`src/rtl/trans4_rr_sched.sv`:
```
// Round-robin scheduler granting the 4-channel selector datapath to one of four requesters.
// Define TRANS4_FIXED_PRIO_EN to replace round-robin with fixed priority (0 highest).
module trans4_rr_sched #(
    parameter int HOLD  = 4,
    parameter int CNT_W = 4
) (
    input  logic       clk,
    input  logic       rst,
    input  logic [3:0] req,
    output logic [3:0] gnt,
    output logic [1:0] sel,
    output logic       busy
);
    typedef enum logic {IDLE, GRANT} state_t;

    state_t           state;
    logic [CNT_W-1:0] cnt;
    logic [1:0]       base;
    logic [1:0]       win;
    logic [1:0]       idx;
    logic             take;

`ifdef TRANS4_FIXED_PRIO_EN
    assign base = 2'd3;
`else
    logic [1:0] last;
    assign base = last;
`endif

    // Scan from base+4 down to base+1 so the nearest requester after base wins.
    always_comb begin
        win = base;
        idx = '0;
        for (int unsigned i = 4; i >= 1; i--) begin
            idx = base + 2'(i);
            if (req[idx]) win = idx;
        end
    end

    // A new pick happens every edge in IDLE and at slice end in GRANT.
    always_comb begin
        take = 1'b0;
        if (state == IDLE) take = 1'b1;
        else if ((cnt == '0) || !req[sel]) take = 1'b1;
    end

    always_ff @(posedge clk or posedge rst) begin
        if (rst) begin
            state <= IDLE;
            gnt   <= '0;
            sel   <= '0;
            busy  <= 1'b0;
            cnt   <= '0;
`ifndef TRANS4_FIXED_PRIO_EN
            last  <= 2'd3;
`endif
        end else if (take && (req != '0)) begin
            state <= GRANT;
            gnt   <= 4'b0001 << win;
            sel   <= win;
            busy  <= 1'b1;
            cnt   <= CNT_W'(HOLD - 1);
`ifndef TRANS4_FIXED_PRIO_EN
            last  <= win;
`endif
        end else if (take) begin
            state <= IDLE;
            gnt   <= '0;
            busy  <= 1'b0;
        end else begin
            cnt   <= cnt - 1'b1;
        end
    end
endmodule

```
`config.mk`:
```
export PLATFORM = sky130hd
export DESIGN_NAME = trans4_rr_sched
export DESIGN_NICKNAME = d
export VERILOG_FILES = /design/src/rtl/trans4_rr_sched.sv
export SDC_FILE = /design/constraint.sdc
export NUM_CORES = 1
export LEC_CHECK = 0
export CORE_MARGIN = 3
export CORE_UTILIZATION = 45
export CTS_CLUSTER_SIZE = 24
export DETAILED_ROUTE_END_ITERATION = 6
export GPL_ROUTABILITY_DRIVEN = 1
export GPL_TIMING_DRIVEN = 0
export HOLD_SLACK_MARGIN = 0.03
export PLACE_DENSITY = 0.73
export SLEW_MARGIN = 15
export SYNTH_ARGS = -nofsm -noshare
export SYNTH_HDL_FRONTEND = slang
export SYNTH_SLANG_ARGS = --single-unit
```
`constraint.sdc`:
```
create_clock -name clk -period 2.1 [get_ports clk]
set_input_delay 0.525 -clock clk [delete_from_list [all_inputs] [get_ports clk]]
set_output_delay 0.525 -clock clk [all_outputs]
set_load 0.05 [all_outputs]
```
==> results.ini, run 1 <==
[outcome]
status=completed

[layout]
n_antenna_cell=0
nFillCells=144
drive_gt1_share_pct=16.8
nets=103
area_growth_pct=19.2

[synth]
syn_area_um2=774
yosys-top-cells-area=dfrtp_1 (36%), dfstp_2 (6.8%), a21oi_1 (3.9%)
ys_types=38
synthesis.nets=88
synth.avg_cell_area_um2=9.56
synth_top_area_share_pct=35.5
syn_inst=81
ys_ff_latch=13
async_reset_ff_share_pct=100
yosysSeqAreaShare_pct=42.3
synthFlopType=dfrtp_1
yosysTopAreaCell=dfrtp_1
synth_edf_count=0
yosys_warnings=0

[worst_setup_path]
cp_num_buf_inv=1
critical-path-top-delay-family=buffers and inverters
critical_path_required_ps=1570
critical_path.max_fanout=4
crit_chain=clkdlybuf4s50_1
worstRegToRegCells=6
slowest_stage=clkdlybuf4s50_1
cp-end-kind=primary output
arrival_ps=1480
cp.depth=1
start_kind=flop
max_stage_delay_ps=820
worst-setup-path-type=flop to primary output

[grt]
antenna_found_initial=0
grt_max_degree=14
grtUsageTotal_pct=17.1
grt_pass1_wl_mm=2.69
overflow=0
grt_pass1_vias=645

[floorplanning]
coreArea_um2=1560
rows=14
chipWidth_um=47.5
initial_core_util_pct=49.7
floorplan.die_area_um2=2250
ios=13
die_h_um=47.5

[clock_tree]
cts_sinks=13
cts_root_buf=clkbuf_4
cts_tree=built
cts_buffer_depth=2
clk_latency_ps=270
cts_buffers=3
clkTransAtPathRegs_ps=70
cts_max_level=1

[sta]
setup_viol=0
drv_slew=0
max_freq_mhz=498
period_share_pct=95.5
min_period_ps=2010
max_slew_margin_pct=66.1
finalHoldViolations=0
setup_tns_ps=0
rsz0062_at_grt=false
hold_slack_ps=502
fin_skew_ps=4.24
worst_pin_slew_ps=508

[detailed_routing]
dr.first_iter.drc_count=18
drc=0
vias=653
wire_per_inst_um=13.3
ant_nets=0
viasPerCell=5.88
wl_mm=1.48
dr.pass1.iters=4

[pwr]
ir_worst_vdd_v=0.000951
power.density_nw_per_um2=1550
p_leak_nw=0.415

[place]
finalWeightedCongestion=0.722
dp_hpwl_mm=1.13
port_buffers=10

[worst_hold_path]
hp-class=flop to flop
holdPathStages=1

[run]
max_cap_viol_count=0

## layer usage
| metal | vias up | part of all wire [%] | GRT usage, % |
|---|---|---|---|
| met3 | 2 | 3.7 | 6.02 |
| met4 | 0 | 0.81 | 4.42 |
| met1 | 311 | 47 | 22.8 |
| met5 | - | 0 | 0 |
| met2 | 17 | 48 | 26.5 |
| li1 | 323 | - | - |
## cell usage after synthesis (2+ instances only)
cell type,number
a21oi_1,6
dfrtp_1,11
clkbuf_1,2
nand4_1,2
o22ai_1,2
dfstp_2,2
o31ai_1,2
nor2_1,4
buf_2,2
o21ai_0,4
mux2_4,2
nand3_1,4
mux2i_1,2
inv_1,6
o22a_1,2
nand2b_1,2
nand2_1,5
## cell families after synthesis
family	share of synthesized area [%]
multiplexers	7.92
adder cells (fa/ha/maj)	1.62
flip-flops	42.3
AO/OA/AOI/OAI	24.2
AND/OR/NAND/NOR	15.7
buffers and inverters	8.24
## cell type report
class	count	area, um^2	share of cell area, %
Sequential cell	13	328	35.5
Clock buffer	4	26.3	2.85
Buffer	5	28.8	3.12
Timing Repair Buffer	10	103	11.1
Tap cell	16	20.0	2.17
Multi-Input combinational cell	55	383	41.5
Inverter	8	35.0	3.79
## layout by cell type (no fill, tap or decap), drive strengths merged, types with 2 or more instances in the layout
| master | count |
|---|---|
| dfrtp | 11 |
| clkdlybuf4s50 | 9 |
| a21oi | 7 |
| inv | 6 |
| clkbuf | 6 |
| nand2 | 5 |
| o21ai | 5 |
| nand3 | 4 |
| nor2 | 4 |
| buf | 3 |
| mux2 | 3 |
| mux2i | 2 |
| nand2b | 2 |
| o22ai | 2 |
| o31ai | 2 |
| o22a | 2 |
| nand4 | 2 |
| dfstp | 2 |
| clkinv | 2 |
## sequential cells by signal, indices dropped and copies added, names as in the netlist
register and count:
state 1, sel 2, base 2, cnt 4
gnt 4
## metrics by stage
step	util (%)	std cells	cell area [um^2]	worst slack, ps	power (mW)
5_1_grt	59.2	111	923	25.2	1.56
2_1_floorplan	-	81	774	333	1.08
3_3_place_gp	57.4	107	895	-156	1.27
4_1_cts	59.1	111	921	30.9	1.45
6_report	59.2	111	923	93.9	1.43
3_5_place_dp	57.4	107	895	-152	1.29
## timing repair
item | 4_1_cts | 5_1_grt
hold buffers | 0 | 0
gates resized for setup | 0 | 1
buffers inserted | 0 | 0
endpoints found under the setup margin | 0 | 1
## power breakdown
part | switching, mW | internal (mW)
registers | 0.0803 | 0.363
clock network | 0.0758 | 0.0736
logic | 0.480 | 0.357
## path summary, 6_finish.rpt
kind	start	to	slack, ps
min in group asynchronous	rst	cnt[3]	580
worst min register to register	cnt[0]	cnt[0]	500
worst max-delay path	sel[0]	sel[0]	90
max in group asynchronous	rst	base[1]	1180
worst min-delay path	cnt[0]	cnt[0]	500
worst max register to register	cnt[0]	sel[0]	390
(Power assumes the default switching activity.)
==> run 2, diff against run 1 <==
Settings changed: CTS_CLUSTER_SIZE 24 to 8, SLEW_MARGIN 15 to default.
==> results of run 2 <==
Same layout as run 1: the final DEF is identical, and so are final timing and power.
